==> src/rtl/hash_table_pkg.sv <==
// rtl/hash_table_pkg.sv - shared enums and field widths for the hash table pipeline
package hash_table_pkg;

  localparam int OP_WIDTH     = 2;
  localparam int STATUS_WIDTH = 2;

  typedef enum logic [OP_WIDTH-1:0] {
    OP_NOP    = 2'b00,
    OP_READ   = 2'b01,
    OP_WRITE  = 2'b10,
    OP_DELETE = 2'b11
  } op_e;

  typedef enum logic [STATUS_WIDTH-1:0] {
    ST_NONE = 2'b00,
    ST_OK   = 2'b01,
    ST_MISS = 2'b10,
    ST_COLL = 2'b11
  } status_e;

  typedef enum logic {
    S_RUN   = 1'b0,
    S_CLEAR = 1'b1
  } state_e;

endpackage

==> src/rtl/hash_xor_fold.sv <==
// rtl/hash_xor_fold.sv - XOR-folds a key into an ADDR_WIDTH-bit table index
module hash_xor_fold #(
  parameter int KEY_WIDTH  = 8,
  parameter int ADDR_WIDTH = 4
) (
  input  logic [KEY_WIDTH-1:0]  key,
  output logic [ADDR_WIDTH-1:0] index
);

  // Key bit i lands on index bit i mod ADDR_WIDTH, which zero-extends the last partial chunk.
  always_comb begin
    index = '0;
    for (int i = 0; i < KEY_WIDTH; i++) begin
      index[i % ADDR_WIDTH] = index[i % ADDR_WIDTH] ^ key[i];
    end
  end

endmodule

==> src/rtl/hash_table_pipe.sv <==
// rtl/hash_table_pipe.sv - direct-mapped key/value store behind a 2-stage stream pipeline
// Optional: HASH_TABLE_PIPE_STATS_EN enables the occupancy counter on occupancy_o.
module hash_table_pipe
  import hash_table_pkg::*;
#(
  parameter  int KEY_WIDTH   = 8,
  parameter  int VALUE_WIDTH = 22,
  parameter  int ADDR_WIDTH  = 4,
  localparam int DATA_WIDTH  = OP_WIDTH + KEY_WIDTH + VALUE_WIDTH
) (
  input  logic                  clk,
  input  logic                  reset,
  input  logic [DATA_WIDTH-1:0] data_in,
  input  logic                  valid_i,
  input  logic                  last_i,
  input  logic                  ready_i,
  input  logic                  flush_i,
  output logic                  ready_o,
  output logic                  valid_o,
  output logic                  last_o,
  output logic [DATA_WIDTH-1:0] read_data_o,
  output logic [ADDR_WIDTH:0]   occupancy_o
);

  localparam int DEPTH = 1 << ADDR_WIDTH;

  state_e                  state, state_nxt;
  logic [ADDR_WIDTH-1:0]   clr_ptr;
  logic                    adv;

  op_e                     in_op;
  logic [KEY_WIDTH-1:0]    in_key;
  logic [VALUE_WIDTH-1:0]  in_value;
  logic [ADDR_WIDTH-1:0]   in_idx;

  op_e                     s0_op;
  logic [KEY_WIDTH-1:0]    s0_key;
  logic [VALUE_WIDTH-1:0]  s0_value;
  logic [ADDR_WIDTH-1:0]   s0_idx;
  logic                    s0_vld;
  logic                    s0_last;

  logic [DEPTH-1:0]        tbl_vld;
  logic [KEY_WIDTH-1:0]    tbl_key [DEPTH];
  logic [VALUE_WIDTH-1:0]  tbl_val [DEPTH];

  logic                    ent_vld;
  logic                    hit;
  status_e                 res_status;
  logic [VALUE_WIDTH-1:0]  res_value;
  logic                    wr_en;
  logic                    del_en;
  logic                    commit;
  logic                    clr_done;

  assign in_op    = op_e'(data_in[DATA_WIDTH-1 -: OP_WIDTH]);
  assign in_key   = data_in[VALUE_WIDTH +: KEY_WIDTH];
  assign in_value = data_in[VALUE_WIDTH-1:0];

  hash_xor_fold #(
    .KEY_WIDTH  (KEY_WIDTH),
    .ADDR_WIDTH (ADDR_WIDTH)
  ) u_hash (
    .key   (in_key),
    .index (in_idx)
  );

  assign clr_done = (state == S_CLEAR) && (clr_ptr == '1);

  always_comb begin
    state_nxt = state;
    adv       = 1'b0;
    ready_o   = 1'b0;
    case (state)
      S_RUN: begin
        ready_o = ready_i;
        adv     = ready_i;
        if (flush_i) state_nxt = S_CLEAR;
      end
      S_CLEAR: begin
        if (clr_ptr == '1) state_nxt = S_RUN;
      end
    endcase
  end

  always_ff @(posedge clk or negedge reset) begin
    if (!reset) begin
      state   <= S_RUN;
      clr_ptr <= '0;
    end else begin
      state   <= state_nxt;
      clr_ptr <= (state == S_RUN) ? '0 : clr_ptr + 1'b1;
    end
  end

  always_ff @(posedge clk or negedge reset) begin
    if (!reset) begin
      s0_op    <= OP_NOP;
      s0_key   <= '0;
      s0_value <= '0;
      s0_idx   <= '0;
      s0_vld   <= 1'b0;
      s0_last  <= 1'b0;
    end else if (adv) begin
      s0_op    <= valid_i ? in_op : OP_NOP;
      s0_key   <= in_key;
      s0_value <= in_value;
      s0_idx   <= in_idx;
      s0_vld   <= valid_i;
      s0_last  <= last_i && valid_i;
    end
  end

  // Lookup and update share S1, so back-to-back beats on one index need no forwarding.
  assign ent_vld = tbl_vld[s0_idx];
  assign hit     = ent_vld && (tbl_key[s0_idx] == s0_key);
  assign commit  = adv && s0_vld;

  always_comb begin
    res_status = ST_NONE;
    res_value  = s0_value;
    wr_en      = 1'b0;
    del_en     = 1'b0;
    case (s0_op)
      OP_NOP: ;
      OP_READ: begin
        res_status = hit ? ST_OK : ST_MISS;
        res_value  = hit ? tbl_val[s0_idx] : '0;
      end
      OP_WRITE: begin
        if (!ent_vld || hit) begin
          res_status = ST_OK;
          wr_en      = 1'b1;
        end else begin
          res_status = ST_COLL;
          res_value  = tbl_val[s0_idx];
        end
      end
      OP_DELETE: begin
        res_status = hit ? ST_OK : ST_MISS;
        res_value  = hit ? tbl_val[s0_idx] : '0;
        del_en     = hit;
      end
    endcase
  end

  always_ff @(posedge clk or negedge reset) begin
    if (!reset) begin
      tbl_vld <= '0;
    end else if (state == S_CLEAR) begin
      tbl_vld[clr_ptr] <= 1'b0;
    end else if (commit && wr_en) begin
      tbl_vld[s0_idx] <= 1'b1;
    end else if (commit && del_en) begin
      tbl_vld[s0_idx] <= 1'b0;
    end
  end

  // Key/value storage needs no reset; the vld bits gate every use of it.
  always_ff @(posedge clk) begin
    if (commit && wr_en) begin
      tbl_key[s0_idx] <= s0_key;
      tbl_val[s0_idx] <= s0_value;
    end
  end

  always_ff @(posedge clk or negedge reset) begin
    if (!reset) begin
      valid_o     <= 1'b0;
      last_o      <= 1'b0;
      read_data_o <= '0;
    end else if (adv) begin
      valid_o     <= s0_vld;
      last_o      <= s0_last;
      read_data_o <= s0_vld ? {res_status, s0_key, res_value} : '0;
    end
  end

`ifdef HASH_TABLE_PIPE_STATS_EN
  localparam logic [ADDR_WIDTH:0] OCC_MAX = (ADDR_WIDTH+1)'(DEPTH);
  logic [ADDR_WIDTH:0] occ;

  always_ff @(posedge clk or negedge reset) begin
    if (!reset) begin
      occ <= '0;
    end else if (clr_done) begin
      occ <= '0;
    end else if (commit && wr_en && !ent_vld && occ != OCC_MAX) begin
      occ <= occ + 1'b1;
    end else if (commit && del_en && occ != '0) begin
      occ <= occ - 1'b1;
    end
  end

  assign occupancy_o = occ;
`else
  assign occupancy_o = '0;
`endif

endmodule

==> config.mk <==
export PLATFORM = sky130hd
export DESIGN_NAME = hash_table_pipe
export DESIGN_NICKNAME = d
export VERILOG_FILES = /design/src/rtl/hash_table_pkg.sv /design/src/rtl/hash_xor_fold.sv /design/src/rtl/hash_table_pipe.sv
export SDC_FILE = /design/constraint.sdc
export NUM_CORES = 1
export LEC_CHECK = 0
export BUFFER_PORTS_ARGS = -buffer_cell sky130_fd_sc_hd__buf_2
export CORE_UTILIZATION = 45
export CTS_BUF_LIST = sky130_fd_sc_hd__clkbuf_16
export DETAILED_ROUTE_END_ITERATION = 12
export GPL_ROUTABILITY_DRIVEN = 1
export PLACE_DENSITY_LB_ADDON = 0.25
export SYNTH_ARGS = -nofsm -noshare
export SYNTH_HDL_FRONTEND = slang
export SYNTH_SLANG_ARGS = --single-unit
==> constraint.sdc <==
create_clock -name clk -period 6.88 [get_ports clk]
set_input_delay 1.032 -clock clk [delete_from_list [all_inputs] [get_ports clk]]
set_output_delay 1.032 -clock clk [all_outputs]
set_load 0.01 [all_outputs]
After elaboration in Yosys (flattened, before gate mapping)
Memory sizes are Yosys's and may differ from the RTL's.
Index checks and enable logic that the tools add are counted.
{"block": "classes", "n_eq_ne": 5, "reduce_logical": 11, "n_addsub": 1, "n_lt_le_gt_ge": 4, "bitwise": 10, "mux": 27}
{"op": "$mux 16", "n": 3}
{"op": "$mux 22", "n": 2}
{"op": "$pmux 22 s2", "n": 1}
{"op": "$and 16x16->16", "n": 2}
{"op": "$mux 32", "n": 1}
{"op": "$not 16->16", "n": 2}
{"op": "$or 16x16->16", "n": 1}
{"op": "$mux 1", "n": 11}
{"op": "$lt 4x5->1 const B", "n": 2}
{"op": "$demux 1 s4", "n": 2}
{"op": "$eq 8x8->1", "n": 1}
{"op": "$ge 4x1->1 const B", "n": 2}
{"op": "$logic_and 1x1->1", "n": 7}
{"op": "$mux 2", "n": 3}
{"op": "$add 4x1->4 const B", "n": 1}
{"op": "$bmux 1 s4", "n": 1}
{"op": "$eq 2x2->1 const B", "n": 2}
{"op": "$eq 4x4->1 const B", "n": 1}
{"op": "$mux 4", "n": 1}
{"op": "$pmux 2 s2", "n": 1}
{"op": "$xor 1x1->1", "n": 4}
{"op": "$reduce_bool 3->1", "n": 1}
{"op": "$eq 2x1->1 const B", "n": 1}
{"op": "$pmux 1 s2", "n": 1}
{"op": "other kinds (4)", "n": 4}
{"block": "word_totals", "wordCells": 72, "register_bits": 93, "memories": 2, "ramBits": 480}
{"name": "tbl_val", "words": 16, "word_bits": 22, "read_ports": 1, "rd_ports_with_merged_regs": 0, "wr": 1, "line": "hash_table_pipe.sv:45", "text": "logic [VALUE_WIDTH-1:0] tbl_val [DEPTH];"}
{"name": "tbl_key", "words": 16, "word_bits": 8, "read_ports": 1, "rd_ports_with_merged_regs": 0, "wr": 1, "line": "hash_table_pipe.sv:44", "text": "logic [KEY_WIDTH-1:0] tbl_key [DEPTH];"}

Logic depth before layout (Yosys ltp)
{"block": "logic_depth", "depth_word": 9, "mapped_depth": 11, "ltp_nobuf": 8}

Cells and area by module
From an unflattened synthesis, not the netlist that was laid out.
{"block": "unflattened", "cells_unflattened": 1188, "hier_area_um2": 22515.3}
{"module": "hash_table_pipe", "n_inst": 1, "area_per_inst_um2": 22480.3, "cells_per_inst": 1184}
{"module": "hash_xor_fold", "n_inst": 1, "area_per_inst_um2": 35.0, "cells_per_inst": 4}

Worst setup path after synthesis
No wires, ideal clock.
{"block": "synth_timing", "path_kind": "reg2reg", "startpoint": "register s0_idx[1]", "endpoint": "memory tbl_key[15][0] (enable)", "setup_slack_ns": 0.729, "t_arrival_ns": 5.636, "stages_incl_launch_ff": 9, "setup_time_ns": 0.514, "path_buffers": 2, "cell_sequence": "dfrtp_1 buf_2 clkbuf_1 mux4_2 a221oi_1 xnor2_1 nor4_4 nand2_1 a2111oi_1"}
{"block": "synth_via", "elab_chain_len": 9, "elab_cells_between_ends": 12}
{"item": "from (decl)", "line": "hash_table_pipe.sv:39", "text": "logic [ADDR_WIDTH-1:0] s0_idx;"}
{"item": "from (signal assigned)", "line": "hash_table_pipe.sv:108", "text": "s0_idx <= in_idx;"}
{"item": "$mem_v2 16x8 or $bmux 1 s4 (tied branches)"}
{"item": "$eq 8x8->1 or $mux 1 (tied branches)", "line": "hash_table_pipe.sv:116, hash_table_pipe.sv:115"}
{"item": "$logic_and 1x1->1 or $logic_not 1->1 (tied branches)", "line": "hash_table_pipe.sv:116, hash_table_pipe.sv:131"}
{"item": "$logic_or 1x1->1", "line": "hash_table_pipe.sv:131", "text": "if (!ent_vld || hit) begin"}
{"item": "$mux 1", "line": "hash_table_pipe.sv:131"}
{"item": "$mux 1", "line": "hash_table_pipe.sv:124", "text": "case (s0_op)"}
{"item": "$logic_and 1x1->1", "line": "hash_table_pipe.sv:161", "text": "if (commit && wr_en) begin"}
{"item": "$mux 1", "line": "hash_table_pipe.sv:161"}
{"item": "$mux 1 (not written as such)", "line": "hash_table_pipe.sv:162", "text": "tbl_key[s0_idx] <= s0_key;"}
{"item": "to (decl)", "line": "hash_table_pipe.sv:44"}
Parallel ways exist; a longest one is shown, timed or not. The select of a mux whose other input is x is not followed.

Worst setup path after layout
{"block": "layout_timing", "startpoint": "register s0_idx[0]", "endpoint": "memory tbl_val[7][11] (enable)"}
{"block": "layout_via", "elab_chain_len": 9, "elab_cells_between_ends": 12}
{"item": "$mem_v2 16x8 or $bmux 1 s4 (tied branches)"}
{"item": "$eq 8x8->1 or $mux 1 (tied branches)", "line": "hash_table_pipe.sv:116, hash_table_pipe.sv:115"}
{"item": "$logic_and 1x1->1 or $logic_not 1->1 (tied branches)", "line": "hash_table_pipe.sv:116, hash_table_pipe.sv:131"}
{"item": "$logic_or 1x1->1", "line": "hash_table_pipe.sv:131"}
{"item": "$mux 1", "line": "hash_table_pipe.sv:131"}
{"item": "$mux 1", "line": "hash_table_pipe.sv:124"}
{"item": "$logic_and 1x1->1", "line": "hash_table_pipe.sv:161"}
{"item": "$mux 1", "line": "hash_table_pipe.sv:161"}
{"item": "$mux 1 (not written as such)", "line": "hash_table_pipe.sv:163", "text": "tbl_val[s0_idx] <= s0_value;"}
{"item": "to (decl)", "line": "hash_table_pipe.sv:45"}
Parallel ways exist; a longest one is shown, timed or not. The select of a mux whose other input is x is not followed.

==> results.tsv <==
stage	metric	value	unit
final_layout	area_growth	13.55	%
route	avgViaCountPerCell	5.621	
sta	max_freq	0.2046	GHz
route	vias	11300	
floorplan	die-area	50900	um2
worst_setup_path	worstPathRequired	7.15	ns
final_layout	final_nets	1339	
sta	setup_viol	0	
worst_setup_path	reg2reg_to	tbl_val[7][11]	
power	ir_worst_vdd	0.2298	mV
job	cap_violations	0	
sta	period_needed	4.887	ns
floorplan	die_w	225.6	um
clock_network	path_clk_slew	0.06	ns
worst_setup_path	path_class	reg -> reg	
synth	synth_edf_count	480	
worst_setup_path	arrival	5.15	ns
route	first_iter_violations	918	
synth	ys.flop_type	edfxtp_1	
floorplan	start_util	45.78	%
placement	port_buffers	72	
worst_setup_path	crit_fanout	41	
route	drt-pass1-iter-count	5	
synth	yosys_warnings	0	
outcome	status	completed	
worst_setup_path	r2r-start	s0_idx[0]	
synth	yosysSeqAreaShare	74.40	%
floorplan	num_io_pins	78	
sta	rsz0062_at_grt	false	
clock_network	htreeDepth	2	
floorplan	core_area	49150	um2
synth	ys_ff_latch	573	
clock_network	cts.sink_count	573	
sta	drv_slew	0	
power	leakagePower	8.884	nW
sta	tightest_slew	1.181	ns
global_routing	grt_pass1_wl	75770	um
sta	finalCritPeriodShare	71.03	%
sta	setup_tns	0	ns
final_layout	fillers	3947	
clock_network	cts_tree	yes	
global_routing	grt_use_total	20.44	%
power	cellPowerDensity	404.2	nW/um2
clock_network	ctsResizeCount	0	
min_path	hp-class	in -> async	
placement	dp_hpwl	28930	um
synth	synth_cell_type_count	50	
final_layout	diodes	0	
worst_setup_path	r2r_cells	9	
global_routing	grt_pass1_vias	11910	
global_routing	grt.overflow.total	0	
route	ant_nets	0	
sta	relSlewSlack	21.02	%
worst_setup_path	critPathLaunchType	flop	
worst_setup_path	r2r_slack	1.99	ns
global_routing	grt_max_degree	80	
route	post-route-drc-count	0	
route	detail_route.wl_per_cell	24.85	um
final_layout	drive_above_1_share	27.34	%
clock_network	cts_setup_buffers	0	
sta	finalHoldViolCount	0	
floorplan	die_h	225.6	um
clock_network	max-clock-path-buffers	3	
placement	globalplace.congestion	0.8081	
global_routing	antenna_found_initial	1	
synth	syn_area	22500	um2
worst_setup_path	endpoint_kind	flop	
floorplan	rows	81	
clock_network	cts_made_buffers	57	
power	p_total	10.33	mW
route	finalWirelength	49950	um
synth	synthCells	1190	
clock_network	cts_hold_buf	0	
clock_network	clock_latency	0.62	ns
synth	synthArstFlopShare	16.23	%
clock_network	cts-root-buf	clkbuf_16	
sta	fin_skew	0.01854	ns
synth	avgSynthCellArea	18.91	um2
## how the worst max path moves through the flow
stage	start	end	slack [ns]	depth (start not counted)
finish	s0_idx[0]	tbl_val[7][11]	1.99	9
global route	s0_idx[0]	tbl_val[7][13]	1.64	8
CTS	s0_idx[0]	tbl_val[7][0]	1.98	9
detailed placement	s0_idx[0]	tbl_val[7][8]	1.99	9
global placement	s0_idx[0]	tbl_val[7][8]	2.08	9
floorplan	s0_idx[1]	tbl_key[15][0]	0.73	8
## area by class of cell
class,instances,area [um2],share of cell area (%)
clock buffers,57,1426,5.582
clock inverters,51,320.3,1.254
inverters,47,176.4,0.6905
multi-input cells,511,5409,21.17
flip-flops and latches,573,16750,65.55
well taps,664,830.8,3.252
repair buffers,107,638.1,2.497
## where the power goes
group          switching (mW)  internal, mW  total, mW  leakage [nW]
logic                    1.21          1.15       2.35          2.41
registers               0.665          4.40       5.07          5.54
clock network            1.29          1.62       2.91         0.934
## layer usage
layer	track usage (%)	wire, um
met4	4.894	777
met1	28.54	21880
met2	33.52	24430
met3	3.721	2856
met5	0	0
## critical path, cell delays in order, from the launching register on
cell and delay [ns]:
dfrtp_4 0.90, buf_4 0.48, mux4_2 0.56, o22ai_1 0.16, nor2_1 0.08, xor2_1 0.17, nor4_4 0.47, a31oi_2 0.50
nor3_2 0.67, buf_4 0.48
## state kept, by name, indices dropped and copies added, names as in the netlist, named ones only
signal,cells
state,1
clr_ptr,4
s0_last,1
tbl_key,128
s0_key,8
read_data_o,32
valid_o,1
last_o,1
tbl_val,352
s0_vld,1
s0_idx,4
s0_op,2
s0_value,22
## cell usage in the layout, fill, tap and decap left out, drive strengths merged, types with 4 or more instances in the layout
| master | count |
|---|---|
| nand2 | 126 |
| o21ai | 48 |
| nor3 | 15 |
| dfrtp | 93 |
| mux2i | 4 |
| clkbuf | 57 |
| edfxtp | 480 |
| mux2 | 12 |
| conb | 5 |
| nor2 | 19 |
| nand2b | 19 |
| o211ai | 4 |
| o221ai | 21 |
| mux4 | 141 |
| clkinv | 26 |
| inv | 69 |
| xnor2 | 5 |
| a22oi | 5 |
| nand3 | 16 |
| buf | 107 |
| ha | 4 |
| a21oi | 8 |
| and2 | 4 |
| o22ai | 7 |
| xor2 | 11 |
| a22o | 8 |
## cell families (layout without fill, tap and decap cells)
family          count (synthesis)  after routing  synth area share, %
mux                           157            157                14.89
compound gates                117            117                3.592
simple gates                  212            212                4.232
flops                         573            573                74.40
buf+inv                       110            262                2.024
other cells                     1              5              0.01667
xor+xnor                       16             16               0.6228
fa+ha+maj                       4              4               0.2224
## metrics by stage
stage	utilization, %	area [um2]	hold slack [ns]	instances	worst slack [ns]
3_5_place_dp	48.43	23800	0.4505	1902	1.989
6_report	51.98	25550	0.4224	2010	1.993
2_1_floorplan	-	22520	0.4386	1194	0.7291
5_1_grt	51.98	25550	0.4570	2010	1.640
4_1_cts	51.98	25550	0.4278	2010	1.979
3_3_place_gp	48.43	23800	0.4477	1902	2.083
## cell usage after synthesis, types with 2 or more instances
| library cell | count | area, um2 |
|---|---|---|
| or2_2 | 3 | 18.77 |
| dfrtp_1 | 93 | 2327 |
| o32a_1 | 2 | 20.02 |
| clkbuf_1 | 33 | 123.9 |
| mux2i_1 | 4 | 40.04 |
| edfxtp_1 | 480 | 14410 |
| nor2b_1 | 3 | 18.77 |
| buf_1 | 11 | 41.29 |
| o22ai_1 | 7 | 43.79 |
| nand3_1 | 16 | 80.08 |
| a311oi_1 | 2 | 17.52 |
| ha_1 | 4 | 50.05 |
| mux4_2 | 141 | 3176 |
| a221o_1 | 3 | 30.03 |
| o211ai_1 | 4 | 30.03 |
| a22o_1 | 8 | 70.07 |
| xor2_1 | 11 | 96.34 |
| buf_4 | 5 | 37.54 |
| inv_1 | 45 | 168.9 |
| and4_1 | 2 | 17.52 |
| nand2_1 | 126 | 473.0 |
| nand2b_1 | 19 | 118.9 |
| o21ai_0 | 48 | 240.2 |
| nor2_1 | 18 | 67.56 |
| nor3b_1 | 2 | 15.01 |
| o221ai_1 | 21 | 183.9 |
| a21oi_1 | 8 | 40.04 |
| and2_1 | 4 | 25.02 |
| buf_2 | 13 | 65.06 |
| mux2_2 | 12 | 135.1 |
| a22oi_1 | 5 | 37.54 |
| xnor2_1 | 5 | 43.79 |
| nor3_1 | 15 | 75.07 |
Note: power is estimated with default switching activity, not from simulation.
